### src/rtl/log2_pkg.sv
// Shared types and sizing helpers for the log2 pipeline.
package log2_pkg;

  typedef enum logic {
    LOG2_FLOOR = 1'b0,
    LOG2_CEIL  = 1'b1
  } log2_mode_e;

  // Result must hold 0..width (ceil of an all-ones operand reaches width).
  function automatic int log2_out_w(input int width);
    return $clog2(width + 1);
  endfunction

endpackage

### src/rtl/log2_lod.sv
// Leading-one detector: MSB index of a vector plus a power-of-two flag.
module log2_lod #(
  parameter int WIDTH = 19,
  parameter int IDX_W = $clog2(WIDTH)
) (
  input  logic [WIDTH-1:0] vec_i,
  output logic [IDX_W-1:0] msb_idx_o,
  output logic             one_hot_o
);

  // Ascending scan: the last set bit seen is the most significant one.
  always_comb begin
    msb_idx_o = '0;
    for (int i = 0; i < WIDTH; i++) begin
      if (vec_i[i]) msb_idx_o = IDX_W'(i);
    end
  end

  assign one_hot_o = (vec_i != '0) && ((vec_i & (vec_i - WIDTH'(1))) == '0);

endmodule

### src/rtl/log2_pipe.sv
// Two-stage floor/ceil log2 pipeline with a saturating zero-operand counter.
module log2_pipe
  import log2_pkg::*;
#(
  parameter int WIDTH = 19,
  parameter int OUT_W = log2_out_w(WIDTH),
  parameter int CNT_W = 16
) (
  input  logic             clk,
  input  logic             reset_n,
  input  logic             in_valid,
  output logic             in_ready,
  input  logic [WIDTH-1:0] in_val,
  input  logic             in_mode,
  output logic             out_valid,
  input  logic             out_ready,
  output logic [OUT_W-1:0] out_log,
  output logic             out_zero,
  output logic [CNT_W-1:0] zero_cnt
);

  localparam int IDX_W = $clog2(WIDTH);

  // Handshake: a beat transfers on a rising edge where valid && ready; valid
  // never depends on ready, and a stage advances when it is empty or drains.
  logic             s1_valid_q;
  logic [WIDTH-1:0] s1_val_q;
  log2_mode_e       s1_mode_q;
  logic             s2_valid_q;
  logic [OUT_W-1:0] s2_log_q;
  logic             s2_zero_q;
  logic [CNT_W-1:0] zero_cnt_q, zero_cnt_d;

  logic             s1_en, s2_en;
  logic [IDX_W-1:0] msb_idx;
  logic             one_hot;
  logic [OUT_W-1:0] log_d;
  logic             zero_d;

  assign s2_en    = !s2_valid_q || out_ready;
  assign s1_en    = !s1_valid_q || s2_en;
  assign in_ready = s1_en;

  log2_lod #(
    .WIDTH(WIDTH),
    .IDX_W(IDX_W)
  ) u_lod (
    .vec_i    (s1_val_q),
    .msb_idx_o(msb_idx),
    .one_hot_o(one_hot)
  );

  always_comb begin
    log_d  = OUT_W'(msb_idx);
    zero_d = 1'b0;
    if (s1_val_q == '0) begin
      log_d  = '0;
      zero_d = 1'b1;
    end else if (s1_mode_q == LOG2_CEIL && !one_hot) begin
      log_d = OUT_W'(msb_idx) + OUT_W'(1);
    end
  end

  always_comb begin
    zero_cnt_d = zero_cnt_q;
    if (in_valid && s1_en && (in_val == '0) && (zero_cnt_q != '1)) begin
      zero_cnt_d = zero_cnt_q + CNT_W'(1);
    end
  end

  always_ff @(posedge clk or negedge reset_n) begin
    if (!reset_n) begin
      s1_valid_q <= 1'b0;
      s1_val_q   <= '0;
      s1_mode_q  <= LOG2_FLOOR;
      s2_valid_q <= 1'b0;
      s2_log_q   <= '0;
      s2_zero_q  <= 1'b0;
      zero_cnt_q <= '0;
    end else begin
      if (s1_en) begin
        s1_valid_q <= in_valid;
        if (in_valid) begin
          s1_val_q  <= in_val;
          s1_mode_q <= log2_mode_e'(in_mode);
        end
      end
      if (s2_en) begin
        s2_valid_q <= s1_valid_q;
        if (s1_valid_q) begin
          s2_log_q  <= log_d;
          s2_zero_q <= zero_d;
        end
      end
      zero_cnt_q <= zero_cnt_d;
    end
  end

  assign out_valid = s2_valid_q;
  assign out_log   = s2_log_q;
  assign out_zero  = s2_zero_q;
  assign zero_cnt  = zero_cnt_q;

endmodule

### config.mk
export PLATFORM = sky130hd
export DESIGN_NAME = log2_pipe
export DESIGN_NICKNAME = d
export VERILOG_FILES = /design/src/rtl/log2_pkg.sv /design/src/rtl/log2_lod.sv /design/src/rtl/log2_pipe.sv
export SDC_FILE = /design/constraint.sdc
export NUM_CORES = 1
export LEC_CHECK = 0
export CELL_PAD_IN_SITES_DETAIL_PLACEMENT = 0
export CELL_PAD_IN_SITES_GLOBAL_PLACEMENT = 2
export CORE_AREA = 5 5 110 81
export CTS_BUF_LIST = sky130_fd_sc_hd__clkbuf_4
export DETAILED_ROUTE_END_ITERATION = 8
export DIE_AREA = 0 0 115 86
export GPL_TIMING_DRIVEN = 0
export PLACE_DENSITY_LB_ADDON = 0.1
export SYNTH_ARGS = -nofsm -noshare
export SYNTH_HDL_FRONTEND = slang
export SYNTH_SLANG_ARGS = --single-unit
### constraint.sdc
create_clock -name clk -period 2.95 [get_ports clk]
set_clock_uncertainty 0.15 [all_clocks]
set_input_delay 0.295 -clock clk [delete_from_list [all_inputs] [get_ports clk]]
set_output_delay 0.295 -clock clk [all_outputs]
set_load 0.03 [all_outputs]
# Yosys cells after proc, flatten, opt, wreduce, memory -nomap -nowiden
# Cells that the tools add are included.
[classes]
muxes = 21
eq_ne = 1
add_sub_neg = 3
reduce_logical = 16
bitwise = 1
[ops]
columns = ["cell", "count"]
rows = [
  ["$logic_not 19->1", 3],
  ["$mux 4", 8],
  ["$mux 5", 5],
  ["$and 19x19->19", 1],
  ["$reduce_bool 19->1", 1],
  ["$sub 19x1->19 const B", 1],
  ["$add 16x1->16 const B", 1],
  ["$ne 16x16->1 const B", 1],
  ["$mux 3", 4],
  ["$add 5x1->5 const B", 1],
  ["$logic_and 1x1->1", 5],
  ["$mux 2", 2],
  ["$reduce_and 2->1", 2],
  ["$logic_not 1->1", 3],
  ["$logic_or 1x1->1", 2],
  ["$mux 1", 2],
]
[word_totals]
elab_cells = 49
output_inout_bits = 24
in_bits = 24
register_bits = 44

# Depth between registers and ports, before layout
[logic_depth]
word_depth = 21
mapped_depth = 9
ltp_nobuf = 9

# Hierarchy
# A second synthesis with hierarchy kept.
[hier_totals]
cells_unflattened = 231
hier_area_um2 = 2458.6
[by_module_without_submodules]
columns = ["mod", "n_inst", "seq_area_each_um2", "cells_per_inst", "area_each_um2"]
rows = [
  ["log2_pipe", 1, 1101.1, 170, 2039.5],
  ["log2_lod", 1, 0.0, 61, 419.2],
]

# Worst setup path after synthesis
# Ideal clock, no wire load.
[synth_timing]
kind = "flip-flop to flip-flop"
start = "register s1_val_q[3]"
end = "register s2_log_q[2], in the netlist out_log[2]"
n_path_buf = 0
setup_time_ns = 0.069
path_slack_ns = -0.040
path_stages_with_launch = 8
arrival_time_ns = 2.771
t_required_ns = 2.731
period_less_slack_ns = 2.990
path_cell_list = "dfrtp_1 > or4_4 > or4_4 > a2111oi_4 > nor3_1 > o41a_1 > or3_1 > nand3_1"
[synth_between]
elab_chain_cells = 19
word_cells_on_any_way = 27
classes_between = "2 x add/sub; 18 x mux; 1 x bitwise; 6 x reduce/logical"
[synth_rtl]
columns = ["element", "line", "rtl"]
rows = [
  ["from (decl)", "log2_pipe.sv:27", "logic [WIDTH-1:0] s1_val_q;"],
  ["from (signal assigned)", "log2_pipe.sv:84", "s1_val_q <= in_val;"],
  ["$mux 2", "log2_lod.sv:15", "if (vec_i[i]) msb_idx_o = IDX_W'(i);"],
  ["$mux 3 (4 in a row)", "log2_lod.sv:15", ""],
  ["$mux 4 (8 in a row)", "log2_lod.sv:15", ""],
  ["$mux 5 (3 in a row)", "log2_lod.sv:15", ""],
  ["$add 5x1->5", "log2_pipe.sv:60", "log_d = OUT_W'(msb_idx) + OUT_W'(1);"],
  ["$mux 5", "log2_pipe.sv:59", "end else if (s1_mode_q == LOG2_CEIL && !one_hot) begin"],
  ["$mux 5 *", "log2_pipe.sv:56", "if (s1_val_q == '0) begin"],
  ["to (signal assigned)", "log2_pipe.sv:91", "s2_log_q <= log_d;"],
  ["to (decl)", "log2_pipe.sv:30", "logic [OUT_W-1:0] s2_log_q;"],
]
# Mark *: on every way between the ends. The rest lies on a longest branch, timed or not.
# A chain may end at the register's enable or synchronous reset.

# Worst setup path in the final report
[layout_timing]
start = "register s1_val_q[9]"
end = "register s2_log_q[3], in the netlist out_log[3]"
[layout_between]
elab_chain_cells = 13
word_cells_on_any_way = 21
classes_between = "2 x add/sub; 12 x mux; 1 x bitwise; 6 x reduce/logical"
[layout_rtl]
columns = ["element", "line"]
rows = [
  ["$mux 4 (7 in a row)", "log2_lod.sv:15"],
  ["$mux 5 (3 in a row)", "log2_lod.sv:15"],
  ["$add 5x1->5", "log2_pipe.sv:60"],
  ["$mux 5", "log2_pipe.sv:59"],
  ["$mux 5 *", "log2_pipe.sv:56"],
]
# Marked as above.

==> impl_table.tex <==
\begin{tabular}{lr}
\hline
Metric & Value \\
\hline
\multicolumn{2}{l}{\textbf{Run status}} \\
\quad Run status & complete, but fails checks \\
\quad Violated checks & negative setup slack \\
\multicolumn{2}{l}{\textbf{Die}} \\
\quad Effective utilization at floorplan & 0.2939 \\
\quad Core box area & about 7700 sq um \\
\quad Width of the die & 115 microns \\
\quad Overall die area & roughly 9900 sq um \\
\quad Overall die height & approximately 86 microns \\
\quad IO Count & 48 \\
\quad Core Rows & 27 \\
\multicolumn{2}{l}{\textbf{Timing}} \\
\quad Final clock period utilization by the worst path & 1.024 \\
\quad Final Hold Fails & 0 \\
\quad Max Clock Freq & 330.9 MHz \\
\quad Unrepaired setup endpoints after global routing & yes \\
\quad Worst Max-Slew Pin Slew & about 0.93 ns \\
\quad PnR worst setup slack & -0.07164 ns \\
\quad Final max-slew violation count & 0 \\
\quad Final Critical Period & 3.022 ns \\
\quad Number of setup violations in the final report & 3 \\
\quad Post-route setup TNS & -0.1570 ns \\
\quad Headroom to the max-slew limit & 0.3757 \\
\multicolumn{2}{l}{\textbf{Place}} \\
\quad Final HPWL DP & between 4000 and 5000 microns \\
\quad Number of port buffers & 47 \\
\quad Area post-placement & roughly 2900 sq um \\
\quad Placement Setup Slack & -0.2446 ns \\
\quad RePlAce Congestion & 0.7222 \\
\multicolumn{2}{l}{\textbf{Final layout}} \\
\quad Area growth from synthesis to layout & 34.83\% \\
\quad Final core utilization & 0.3962 \\
\quad FILL cells & roughly 800 \\
\quad Ratio of cells with drive above 1 in the final layout & 0.1871 \\
\quad Layout Nets & slightly above 300 \\
\quad Summed area of non-filler cells in the final layout & around 3100 sq um \\
\quad ANT cells & 0 \\
\multicolumn{2}{l}{\textbf{Clocking}} \\
\quad CTS H-Tree Depth & 2 \\
\quad Number of sinks handled by clock tree synthesis & 44 \\
\quad Clock tree from TritonCTS & done \\
\quad Deepest clock path buffer count & 2 \\
\quad Reg clk slew, reported paths & $\sim$0.14 ns \\
\quad Buffer type at the clock tree root & clkbuf\_4 \\
\quad Clock insertion delay at the later pin of the skew report & between 0.3 and 0.4 ns \\
\quad Number of buffers inserted during clock tree synthesis & 5 \\
\multicolumn{2}{l}{\textbf{Synth}} \\
\quad Fraction of registers with async set/reset & 1.000 \\
\quad Area fraction of the dominant cell type after synthesis & 0.4865 \\
\quad Count of distinct cell types in the synthesized netlist & 45 \\
\quad Prevailing post-synth register cell & dfrtp\_1 \\
\quad Fraction of the yosys area taken by sequential cells & 0.4865 \\
\quad Number of synthesized flops with an enable pin & 0 \\
\quad Syn\_area\_per\_cell & approximately 11 sq um \\
\quad Cell taking the most area after synthesis & dfrtp\_1 \\
\quad Ys Warns & 0 \\
\quad Commonest cells in the synthesized netlist & dfrtp\_1, mux2\_2, nand2\_1 \\
\quad Netlist Area Pre-Place & 2263 sq um \\
\quad Syn\_nets & $\sim$240 \\
\quad Library cell with the highest instance count after synthesis & dfrtp\_1 \\
\quad Post-synthesis register bit count & 44 \\
\quad Cell types occupying the most area after synthesis & dfrtp\_1, mux2\_2, xnor2\_1, nand2\_1, nor3\_1 \\
\quad Count of mapped cells out of synthesis & 213 \\
\multicolumn{2}{l}{\textbf{Routing}} \\
\quad Detailed-route vias per instance & between 4 and 5 \\
\quad Final WL & 5524 microns \\
\quad Average detailed-routed wire length per instance & 14.58 microns \\
\quad DRT iter0 DRCs & 64 \\
\quad Post-route ant nets & 0 \\
\quad Post-route DRC violation count & 0 \\
\quad Number of vias in the routed layout & approximately 1,800 \\
\quad First-pass iteration count of the detailed router & 4 \\
\multicolumn{2}{l}{\textbf{Global routing}} \\
\quad Total congestion overflow & 0 \\
\quad Vias in the first global route & roughly 1,900 \\
\quad Initial antenna violation count & 0 \\
\quad Largest net degree at the start of global routing & 32 \\
\quad First-pass GRT wire length & 9397 microns \\
\quad Total Routing Usage GR & 0.1191 \\
\multicolumn{2}{l}{\textbf{Critical path}} \\
\quad Required time at the worst-slack endpoint & 3.05 ns \\
\quad Crit Path Max Fanout & 7 \\
\quad Crit path arrival time & around 3.1 ns \\
\quad Element type at the critical path start & register \\
\quad Endpoint kind of the worst setup timing path & register \\
\quad Worst Path Class, Setup & reg2reg \\
\multicolumn{2}{l}{\textbf{Run}} \\
\quad Count of maximum capacitance violations & 0 \\
\multicolumn{2}{l}{\textbf{Pwr}} \\
\quad IR Drop Worst-Case VDD & 0.2388 mV \\
\quad Relative contribution of combinational cells to total power & 0.243 \\
\quad Cell-internal power & about 1000 uW \\
\quad Overall power after layout & between 1000 and 1500 uW \\
\quad Leakage power & approximately 0.0012 uW \\
\quad Switching share of total power & 0.3043 \\
\quad Seq pwr share & 0.495 \\
\quad Switching component of the power & 452.8 uW \\
\quad Clk pwr share & 0.262 \\
\quad Power density relative to cell area & $\sim$490 nW/um\^{}2 \\
\multicolumn{2}{l}{\textbf{Worst hold path}} \\
\quad Class of the worst hold path & in2async \\
\hline
\end{tabular}
worst max-delay path, stage by stage, from the launching register on:
cell      delay, ns
dfrtp_1        0.41
or4_4          0.54
or4_4          0.59
or3_4          0.36
o211ai_1       0.09
o41a_1         0.37
a211oi_2       0.12
a211o_1        0.27
per-stage QoR:
step                      cells  hold slack, ns
after global routing        379          0.2198
final                       379          0.2052
after floorplan             213         -0.1506
after global placement      361          0.3170
after CTS                   379          0.1922
after detailed placement    362         0.07565
power by group through the flow:
stage	sequential, uW	combinational, uW	clock [uW]
2_1_floorplan	775	164	0
3_3_place_gp	758	324	0
3_5_place_dp	758	328	0
4_1_cts	735	366	409
5_1_grt	749	394	430
6_report	736	361	390
timing repair:
item,CTS,global route
hold endpoints to repair,33,0
pin swaps,11,4
resized for setup,6,1
setup buffers,8,0
hold buffers,1,0
endpoints found under the setup margin,5,8
per-layer routing:
metal | vias to the layer above | track usage | part of all wire
met5 | - | 0 | 0
met4 | 0 | 0.03198 | 0.012
met3 | 7 | 0.03244 | 0.050
met2 | 32 | 0.1597 | 0.39
met1 | 858 | 0.1842 | 0.55
li1 | 919 | - | -
state kept, by name, summed over array words and instances, names as in the netlist:
register and count:
out_log 5, out_valid 1, s1_val_q 19, s1_mode_q 1
out_zero 1, s1_valid_q 1, zero_cnt 16
cell type report:
cell class	instances	area [sq um]	share of cell area
clock inverter	2	35.03	0.01148
multi-input combinational	161	1152	0.3776
tap	101	126.4	0.04141
timing repair buffer	57	555.5	0.1820
sequential	44	1104	0.3616
inverter	5	18.77	0.006150
clock buffer	6	45.04	0.01476
buffer	3	15.01	0.004920
cells in the final DEF (no fill, tap or decap), types with 3 or more instances in the layout:
cell type        instances
nand2_1                 18
o21ai_0                  3
buf_4                    9
or4_4                    3
dfrtp_1                 42
nor2_1                  13
nand3_1                  9
or3_1                    5
clkbuf_4                 6
nand2b_1                 4
and3_1                   4
o31ai_1                  6
nor4_1                   5
mux2_2                  20
nand4_1                  3
a21oi_1                  7
inv_1                    4
clkdlybuf4s50_1         46
nor3_1                   9
o21a_1                   3
xnor2_1                 13
kinds of logic (layout without fill, tap and decap cells):
family	after synthesis	count (layout)	synth area share
XOR/XNOR	15	15	0.05804
buffers and inverters	8	73	0.01492
flip-flops	44	44	0.4865
multiplexers	21	21	0.1039
adder cells (fa/ha/maj)	3	3	0.01548
AO/OA/AOI/OAI	38	38	0.1260
AND/OR/NAND/NOR	84	84	0.1951
worst paths after layout:
path | startpoint | end | slack, ns | depth (start not counted)
hold reg to reg | out_log[0]$_DFFE_PN0P_ | out_log[0]$_DFFE_PN0P_ | 0.34 | 2
setup reg to reg | s1_val_q[9]$_DFFE_PN0P_ | out_log[3]$_DFFE_PN0P_ | -0.07 | 7
min in group clk | out_log[0]$_DFFE_PN0P_ | out_log[0]$_DFFE_PN0P_ | 0.34 | 2
max in group asynchronous | reset_n | s1_val_q[2]$_DFFE_PN0P_ | 1.95 | 3
hold / removal | reset_n | s1_val_q[13]$_DFFE_PN0P_ | 0.21 | 2
setup / recovery | s1_val_q[9]$_DFFE_PN0P_ | out_log[3]$_DFFE_PN0P_ | -0.07 | 7
Power figures use the tool's default switching activity.
